`config.mk`:
```
export PLATFORM = sky130hd
export DESIGN_NAME = fp_op_sequencer
export DESIGN_NICKNAME = d
export VERILOG_FILES = /design/src/rtl/fp_op_sequencer.sv
export SDC_FILE = /design/constraint.sdc
export NUM_CORES = 1
export LEC_CHECK = 0
export ABC_AREA = 1
export BUFFER_PORTS_ARGS = -buffer_cell sky130_fd_sc_hd__buf_2
export CELL_PAD_IN_SITES_DETAIL_PLACEMENT = 1
export CELL_PAD_IN_SITES_GLOBAL_PLACEMENT = 1
export CORE_MARGIN = 3
export CORE_UTILIZATION = 39
export CTS_CLUSTER_SIZE = 12
export DETAILED_ROUTE_END_ITERATION = 10
export PLACE_DENSITY = 0.87
export SLEW_MARGIN = 0
export SYNTH_ARGS = -nofsm -noshare
export SYNTH_HDL_FRONTEND = slang
export SYNTH_SLANG_ARGS = --single-unit
```
`constraint.sdc`:
```
create_clock -name clk -period 3.62 [get_ports clk]
set_input_delay 0.362 -clock clk [delete_from_list [all_inputs] [get_ports clk]]
set_output_delay 0.362 -clock clk [all_outputs]
set_load 0.01 [all_outputs]
```
`src/rtl/fp_op_sequencer.sv`:
```
`timescale 1ns/1ps
// Purpose : sequences one FP add/sub/mul/div at a time through the shared calculator datapath.
// Latency : accept -> CLEAR (1) -> RUN (ADD_LAT / MUL_LAT / until calc_finish) -> DONE; 2+LAT cycles for fixed ops.
// Backpres: req_ready only in IDLE; DONE holds the response stable until rsp_ready.
// Optional: define FPSEQ_DIV_TIMEOUT_EN to abort a divide after DIV_TIMEOUT RUN cycles with a qNaN and rsp_err=1.
module fp_op_sequencer #(
    parameter int ADD_LAT     = 1,
    parameter int MUL_LAT     = 2,
    parameter int TAG_W       = 4,
    parameter int DIV_TIMEOUT = 64
) (
    input  logic             clk,
    input  logic             rst_n,
    input  logic             req_valid,
    output logic             req_ready,
    input  logic [1:0]       req_op,
    input  logic [31:0]      req_a,
    input  logic [31:0]      req_b,
    input  logic [TAG_W-1:0] req_tag,
    output logic             rsp_valid,
    input  logic             rsp_ready,
    output logic [31:0]      rsp_data,
    output logic [TAG_W-1:0] rsp_tag,
    output logic             rsp_err,
    output logic [31:0]      calc_a,
    output logic [31:0]      calc_b,
    output logic [1:0]       calc_op,
    output logic             calc_en,
    output logic             calc_clr_n,
    input  logic [31:0]      calc_result,
    input  logic             calc_finish,
    output logic             busy,
    output logic [15:0]      op_count
);

    typedef enum logic [1:0] {
        IDLE  = 2'd0,
        CLEAR = 2'd1,
        RUN   = 2'd2,
        DONE  = 2'd3
    } state_t;

    localparam int              CNT_W    = 16;
    localparam logic [1:0]      OP_MUL   = 2'b10;
    localparam logic [1:0]      OP_DIV   = 2'b11;
    localparam logic [CNT_W-1:0] ADD_LAST = CNT_W'(ADD_LAT - 1);
    localparam logic [CNT_W-1:0] MUL_LAST = CNT_W'(MUL_LAT - 1);

    // Latencies below 1 would make the completion compare unreachable.
    if (ADD_LAT < 1 || MUL_LAT < 1 || DIV_TIMEOUT < 1) begin : g_param_check
        $error("fp_op_sequencer: ADD_LAT, MUL_LAT and DIV_TIMEOUT must be >= 1");
    end

    state_t             state, state_nxt;
    logic [1:0]         op_q;
    logic [31:0]        a_q, b_q;
    logic [TAG_W-1:0]   tag_q;
    logic [CNT_W-1:0]   cnt;
    logic               done_now;

`ifdef FPSEQ_DIV_TIMEOUT_EN
    localparam logic [CNT_W-1:0] DIV_LAST = CNT_W'(DIV_TIMEOUT - 1);
    localparam logic [31:0]      QNAN     = 32'h7FC0_0000;
    logic timeout_now;
`endif

    // The calculator sees the latched operands for the whole operation.
    assign calc_a  = a_q;
    assign calc_b  = b_q;
    assign calc_op = op_q;

    // State register; async reset aborts any operation in flight.
    always_ff @(posedge clk or negedge rst_n) begin
        if (!rst_n) state <= IDLE;
        else        state <= state_nxt;
    end

    // Next-state and per-state control outputs.
    always_comb begin
        state_nxt  = state;
        req_ready  = 1'b0;
        rsp_valid  = 1'b0;
        calc_en    = 1'b0;
        calc_clr_n = 1'b1;
        busy       = 1'b1;
        done_now   = 1'b0;
`ifdef FPSEQ_DIV_TIMEOUT_EN
        timeout_now = 1'b0;
`endif
        case (state)
            IDLE: begin
                req_ready = 1'b1;
                busy      = 1'b0;
                if (req_valid) state_nxt = CLEAR;
            end
            CLEAR: begin
                calc_clr_n = 1'b0;
                state_nxt  = RUN;
            end
            RUN: begin
                calc_en = 1'b1;
                case (op_q)
                    OP_DIV: begin
                        if (calc_finish) begin
                            done_now = 1'b1;
                        end
`ifdef FPSEQ_DIV_TIMEOUT_EN
                        else if (cnt == DIV_LAST) begin
                            done_now    = 1'b1;
                            timeout_now = 1'b1;
                        end
`endif
                    end
                    OP_MUL:  done_now = (cnt == MUL_LAST);
                    default: done_now = (cnt == ADD_LAST);
                endcase
                if (done_now) state_nxt = DONE;
            end
            DONE: begin
                rsp_valid = 1'b1;
                if (rsp_ready) state_nxt = IDLE;
            end
            default: state_nxt = IDLE;
        endcase
    end

    // Request latch, RUN cycle counter and response capture.
    always_ff @(posedge clk or negedge rst_n) begin
        if (!rst_n) begin
            op_q     <= 2'b00;
            a_q      <= 32'h0;
            b_q      <= 32'h0;
            tag_q    <= '0;
            cnt      <= '0;
            rsp_data <= 32'h0;
            rsp_tag  <= '0;
        end else begin
            if (state == IDLE && req_valid) begin
                op_q  <= req_op;
                a_q   <= req_a;
                b_q   <= req_b;
                tag_q <= req_tag;
            end
            if (state == CLEAR)    cnt <= '0;
            else if (state == RUN) cnt <= cnt + 1'b1;
            if (done_now) begin
`ifdef FPSEQ_DIV_TIMEOUT_EN
                rsp_data <= timeout_now ? QNAN : calc_result;
`else
                rsp_data <= calc_result;
`endif
                rsp_tag  <= tag_q;
            end
        end
    end

`ifdef FPSEQ_DIV_TIMEOUT_EN
    // Error flag travels with the captured response.
    always_ff @(posedge clk or negedge rst_n) begin
        if (!rst_n)        rsp_err <= 1'b0;
        else if (done_now) rsp_err <= timeout_now;
    end
`else
    assign rsp_err = 1'b0;
`endif

    // Completed-response counter, wraps naturally at 16 bits.
    always_ff @(posedge clk or negedge rst_n) begin
        if (!rst_n)                         op_count <= 16'h0;
        else if (state == DONE && rsp_ready) op_count <= op_count + 16'h1;
    end

endmodule

```
==> flow_summary_export.csv, run 1 <==
group,metric,value,unit
status,status,"complete, no violations",
cells_and_area,num_antenna_cells,0,
job,max-cap-violations,0,
synth,synth_seq_cells,140,
place,placed_cells,946,
clocking,cts_made_buffers,17,
synth,synth_edf_count,0,
hold_path,hold_path_class,"in2async",
synth,yosysMostFrequentCell,"dfrtp_1",
clocking,clock_latency,0.41,ns
synth,yosysTopAreaCell,"dfrtp_1",
critical_path,crit_arrival,2.45,ns
route,first_pass_iters,4,
grt,grt.busiest_layer,"met2",
synth,synth_nets,666,
power,power,6.953,mW
synth,avgSynthCellArea,10.79,um2
floorplan,die_h,129.5,um
place,pre_cts_ws,1.522,ns
sta,fin_crit_sh,57.92,%
sta,rsz0062_at_grt,"false",
grt,met3_usage,9.027,%
grt,grt_usage,19.53,%
sta,hold_ws,0.03123,ns
synth,netlist-cell-type-count,33,
power,power_density,893.1,nW/um2
synth,synth_area,5946,um2
synth,ys.flop_type,"dfrtp_1",
clocking,cts.repair.resized,0,
clocking,cts_root_buffer,"clkbuf_16",
cells_and_area,finalInstanceArea,7785,um2
grt,overflow,0,
grt,grt_pass1_wl,25460,um
clocking,clkTransAtPathRegs,0.06,ns
cells_and_area,layout-drive-gt1-share,42.75,%
floorplan,dieArea,16760,um2
sta,slew_headroom,40.23,%
power,peakVddDrop,0.4417,mV
route,first_iter_violations,116,
sta,period_needed,2.097,ns
clocking,cts.path.max_buffers,2,
synth,synth_top_area_share,58.92,%
synth,yosysWarnings,0,
place,dpl-instance-area,7207,um2
clocking,cts_sinks,140,
clocking,cts_tree,"done",
power,p_leak,4.119,nW
cells_and_area,nets,896,
sta,fmax,0.4770,GHz
floorplan,die_width,129.5,um
critical_path,worst-path-max-fanout,38,
cells_and_area,area_growth,30.93,%
grt,grt_pass1_vias,5131,
clocking,ctsHoldBuffers,0,
grt,use_met2,32.68,%
critical_path,worstSetupStartpointType,"flop",
sta,setup_slack,1.523,ns
sta,fin_skew,0.008204,ns
critical_path,r2r-start,"cnt[1]$_DFFE_PN0P_",
route,routed_via_density,4.846,
route,wl_per_cell,16.75,um
synth,syn_inst,551,
synth,ys_seq_area_share,58.92,%
sta,tns,0,ns
clocking,htree_levels,4,
place,io_buffers,229,
sta,worst_pin_slew,0.8965,ns
critical_path,r2r-end,"rsp_data[20]$_DFFE_PN0P_",
sta,finalHoldViolations,0,
cells_and_area,final_cell_count_no_fill,977,
clocking,post-cts-setup-buffers,0,
route,drt_wl_total,16360,um
place,place_hpwl,12180,um
grt,grt_start_max_net_pins,98,
synth,synth_common_cells,"dfrtp_1 (140), nand2_1 (131), mux2_2 (69)",
sta,slew_violations,0,
grt,use_met1,22.11,%
critical_path,end_kind,"flop",
cells_and_area,utilization,52.96,%
synth,synth.area.top_cells,"dfrtp_1 (59%), mux2_2 (13%), nand2_1 (8.3%)",
route,ant_nets,0,
floorplan,coreArea,14700,um2
sta,setup-violations-final,0,
route,remaining_drc_errors,0,
floorplan,row_count,44,
critical_path,ff2ff_path_depth,8,
synth,synthArstFlopShare,100.0,%
critical_path,reg2reg_setup_slack,1.52,ns
place,place.gp.congestion,0.7974,
route,via_count,4735,
critical_path,required,3.97,ns
floorplan,io_pins,231,
floorplan,initial_core_util,40.45,%
critical_path,crit_type,"reg2reg",
grt,antenna_found_initial,0,
==> worst max-delay path: stages (launching register included) <==
cell and delay (ns):
dfrtp_1 0.38, inv_1 0.13, ha_1 0.18, nand2_1 0.06, a31oi_1 0.23, nand2_4 0.32, nor2_8 0.49, nand2_1 0.13
nand2_1 0.10
==> registers in the layout (all words and copies together) (netlist names) <==
name      cells
op_count     16
rsp_data     32
calc_a       32
tag_q         4
state         2
calc_b       32
rsp_tag       4
cnt          16
calc_op       2
==> where the power goes <==
part / switching (mW) / internal, mW
clock network: 0.647 / 1.05
logic: 1.54 / 1.11
registers: 0.386 / 2.22
total: 2.57 / 4.38
==> per-layer routing <==
layer  share of wire [%]  vias to the layer above
met1                  39                     2271
met5                   0                        -
met3                  10                       19
met4                 1.6                        0
li1                    -                     2251
met2                  49                      194
==> logic make-up after synthesis <==
family,synth area share (%)
flops,58.92
xor+xnor,1.915
other cells,0.06307
buf+inv,5.008
mux,13.07
fa+ha+maj,1.684
simple gates,14.31
compound gates,5.030
==> layout make-up <==
| type | count | area, um2 |
|---|---|---|
| flip-flops and latches | 140 | 3503 |
| well taps | 184 | 230.2 |
| fillers | 1686 | 6914 |
| multi-input cells | 353 | 2147 |
| inverters | 37 | 138.9 |
| clock inverters | 10 | 117.6 |
| clock buffers | 21 | 460.4 |
| repair buffers | 232 | 1187 |
==> layout by cell type, fill, tap and decap left out, types with 2 or more instances in the layout <==
cell	Yosys	final
dfrtp_1	140	140
nand3_1	20	20
a21oi_1	10	10
o21ai_0	13	13
bufinv_16	0	2
xor2_1	10	10
xnor2_1	3	3
nor3_1	6	6
o22ai_1	2	2
o21ai_1	28	28
buf_2	8	228
buf_4	1	2
inv_1	36	36
ha_1	8	8
o21ai_2	2	2
clkinv_4	0	4
clkbuf_1	2	2
nor2_1	38	38
clkinv_2	0	3
clkbuf_8	0	2
mux2_2	69	69
nand2_2	2	3
nand4_1	3	3
clkbuf_16	0	17
nand2_1	131	130
==> how the worst max path moves through the flow <==
stage	slack, ns	end	cells past startpoint	startpoint
floorplan	2.01	op_count[10]$_DFFE_PN0P_	7	state[0]$_DFFE_PN0P_
global placement	1.60	rsp_data[2]$_DFFE_PN0P_	8	cnt[1]$_DFFE_PN0P_
detailed placement	1.52	rsp_data[20]$_DFFE_PN0P_	8	cnt[0]$_DFFE_PN0P_
CTS	1.47	rsp_data[20]$_DFFE_PN0P_	8	cnt[1]$_DFFE_PN0P_
global route	1.34	rsp_tag[1]$_DFFE_PN0P_	8	cnt[1]$_DFFE_PN0P_
finish	1.52	rsp_data[20]$_DFFE_PN0P_	8	cnt[1]$_DFFE_PN0P_
Power figures use the tool's default switching activity.
==> run 2: changes to the inputs <==
--- a/config.mk
+++ b/config.mk
@@ -10,10 +10,10 @@
 export CELL_PAD_IN_SITES_DETAIL_PLACEMENT = 1
 export CELL_PAD_IN_SITES_GLOBAL_PLACEMENT = 1
 export CORE_MARGIN = 3
-export CORE_UTILIZATION = 39
+export CORE_UTILIZATION = 37
 export CTS_CLUSTER_SIZE = 12
 export DETAILED_ROUTE_END_ITERATION = 10
-export PLACE_DENSITY = 0.87
+export PLACE_DENSITY = 0.83
 export SLEW_MARGIN = 0
 export SYNTH_ARGS = -nofsm -noshare
 export SYNTH_HDL_FRONTEND = slang
==> constraint.sdc (replaced) <==
create_clock -name clk -period 2.11 [get_ports clk]
set_input_delay 0.211 -clock clk [delete_from_list [all_inputs] [get_ports clk]]
set_output_delay 0.211 -clock clk [all_outputs]
set_load 0.01 [all_outputs]
==> flow_summary_export.csv, run 2 (synthesis results as in run 1) <==
group,metric,value,unit
status,status,"complete, no violations",
route,first_pass_iters,4,
sta,fin_crit_sh,84.77,%
sta,slew_violations,0,
power,p_leak,4.370,nW
floorplan,initial_core_util,38.40,%
grt,grt_pass1_wl,29790,um
critical_path,path_cells,"inv_1 > ha_1 > buf_4 > nand2_1 > inv_1 > nor3_1",
clocking,clock_latency,0.42,ns
cells_and_area,layout-drive-gt1-share,41.08,%
job,max-cap-violations,0,
critical_path,endpoint,"cnt[2]$_DFFE_PN0P_",
critical_path,end_kind,"flop",
critical_path,ff2ff_path_depth,6,
cells_and_area,area_growth,41.35,%
clocking,cts_sinks,140,
clocking,cts_made_buffers,17,
grt,antenna_found_initial,0,
cells_and_area,final_cell_count_no_fill,1063,
grt,grt_usage,21.32,%
critical_path,crit_type,"reg2reg",
clocking,cts_root_buffer,"clkbuf_16",
cells_and_area,multiInputGateArea,2147,um2
critical_path,crit_arrival,2.12,ns
cells_and_area,num_antenna_cells,0,
grt,grt_pass1_vias,5643,
critical_path,worst-path-max-fanout,11,
place,placed_cells,981,
critical_path,crit_path_start,"state[0]$_DFFE_PN0P_",
sta,slew_headroom,64.51,%
clocking,cts_tree,"done",
sta,worst_pin_slew,0.5324,ns
floorplan,io_pins,231,
sta,period_needed,1.789,ns
cells_and_area,nFillCells,1767,
clocking,cts.path.max_buffers,2,
power,peakVddDrop,0.7598,mV
floorplan,dieArea,17630,um2
route,wl_per_cell,17.28,um
cells_and_area,layout_commonest_cell,"buf_2",
clocking,htree_levels,4,
cells_and_area,finalInstanceArea,8404,um2
cells_and_area,final_cell_mix,"buf_2 (228), dfrtp_1 (140), nand2_1 (130)",
route,first_iter_violations,162,
clocking,clkTransAtPathRegs,0.06,ns
sta,tns,0,ns
floorplan,die_h,132.8,um
cells_and_area,nets,954,
critical_path,reg2reg_setup_slack,0.32,ns
route,drt_wl_total,18370,um
power,power,12.25,mW
floorplan,row_count,45,
sta,fmax,0.5591,GHz
route,remaining_drc_errors,0,
critical_path,cpPeakStageDelay,0.41,ns
critical_path,worst_path_max_delay_cell,"dfrtp_1",
power,power_density,1457,nW/um2
floorplan,die_width,132.8,um
grt,overflow,0,
place,place.gp.congestion,0.7604,
floorplan,coreArea,15480,um2
grt,grt_start_max_net_pins,56,
sta,hold_ws,0.01986,ns
place,dpl-instance-area,7351,um2
route,routed_via_density,4.692,
cells_and_area,seq_area,3503,um2
clocking,cts.repair.resized,0,
clocking,post-cts-setup-buffers,0,
critical_path,worstSetupStartpointType,"flop",
sta,rsz0062_at_grt,"false",
sta,fin_skew,0.008145,ns
hold_path,hold_path_class,"in2reg",
critical_path,required,2.44,ns
sta,setup-violations-final,0,
sta,finalHoldViolations,0,
place,place_hpwl,12370,um
place,io_buffers,229,
critical_path,path_common_cell,"inv_1",
clocking,ctsHoldBuffers,50,
critical_path,r2r-end,"cnt[2]$_DFFE_PN0P_",
route,ant_nets,0,
critical_path,r2r-start,"state[0]$_DFFE_PN0P_",
route,via_count,4988,
==> run 2: cell count changes in the layout (fill, tap and decap cells not counted) <==
cell           previous run  this run
inv_8                     0         3
clkinv_2                  3         2
buf_12                    1         5
buf_4                     2         6
clkinv_4                  4         0
clkinvlp_4                1         3
dlygate4sd3_1             0        50
clkbuf_1                  2         0
inv_6                     0         7
bufinv_16                 2         0
clkbuf_8                  2         0
==> run 2: area by class of cell <==
cell class / count / area share (%)
Clock inverter: 15 / 1.519
Sequential cell: 140 / 41.69
Inverter: 37 / 1.653
Tap cell: 211 / 3.141
Timing Repair Buffer: 290 / 21.39
Multi-Input combinational cell: 353 / 25.55
Clock buffer: 17 / 5.062
==> run 2: critical path: cells and delay by family, from the launching register on <==
kind,cells,cell delay (ns)
simple gates,2,0.50
buf+inv,3,0.42
flops,1,0.41
fa+ha+maj,1,0.36
==> run 2: where the power goes <==
part	switching, mW	internal, mW	total, mW
logic	2.80	2.13	4.93
clock network	1.28	1.55	2.83
registers	0.674	3.81	4.49
total	4.76	7.49	12.2
==> run 2: how the worst min path moves through the flow <==
stage | from | endpoint | slack (ns) | cells past startpoint
after floorplan | rst_n | calc_a[0]$_DFFE_PN0P_ | -0.08 | 0
after global placement | rst_n | calc_a[23]$_DFFE_PN0P_ | 0.22 | 1
after detailed placement | rst_n | tag_q[1]$_DFFE_PN0P_ | 0.22 | 1
after CTS | req_tag[0] | tag_q[0]$_DFFE_PN0P_ | 0.00004 | 2
after global routing | req_a[2] | calc_a[2]$_DFFE_PN0P_ | 0.002 | 2
final | req_tag[0] | tag_q[0]$_DFFE_PN0P_ | 0.02 | 2
==> run 2: through the flow <==
stage / utilization [%] / setup slack, ns
2_1_floorplan: - / 0.5014
3_3_place_gp: 47.47 / 0.3592
3_5_place_dp: 47.47 / 0.3016
4_1_cts: 54.28 / 0.2733
5_1_grt: 54.28 / 0.1072
6_report: 54.28 / 0.3214
==> run 2: metal layers <==
layer | GRT usage (%) | up-vias | routed length (um)
li1 | - | 2377 | -
met5 | 0 | - | 0
met2 | 37.92 | 154 | 9693
met3 | 5.817 | 26 | 1015
met1 | 24.29 | 2431 | 7270
met4 | 8.545 | 0 | 386
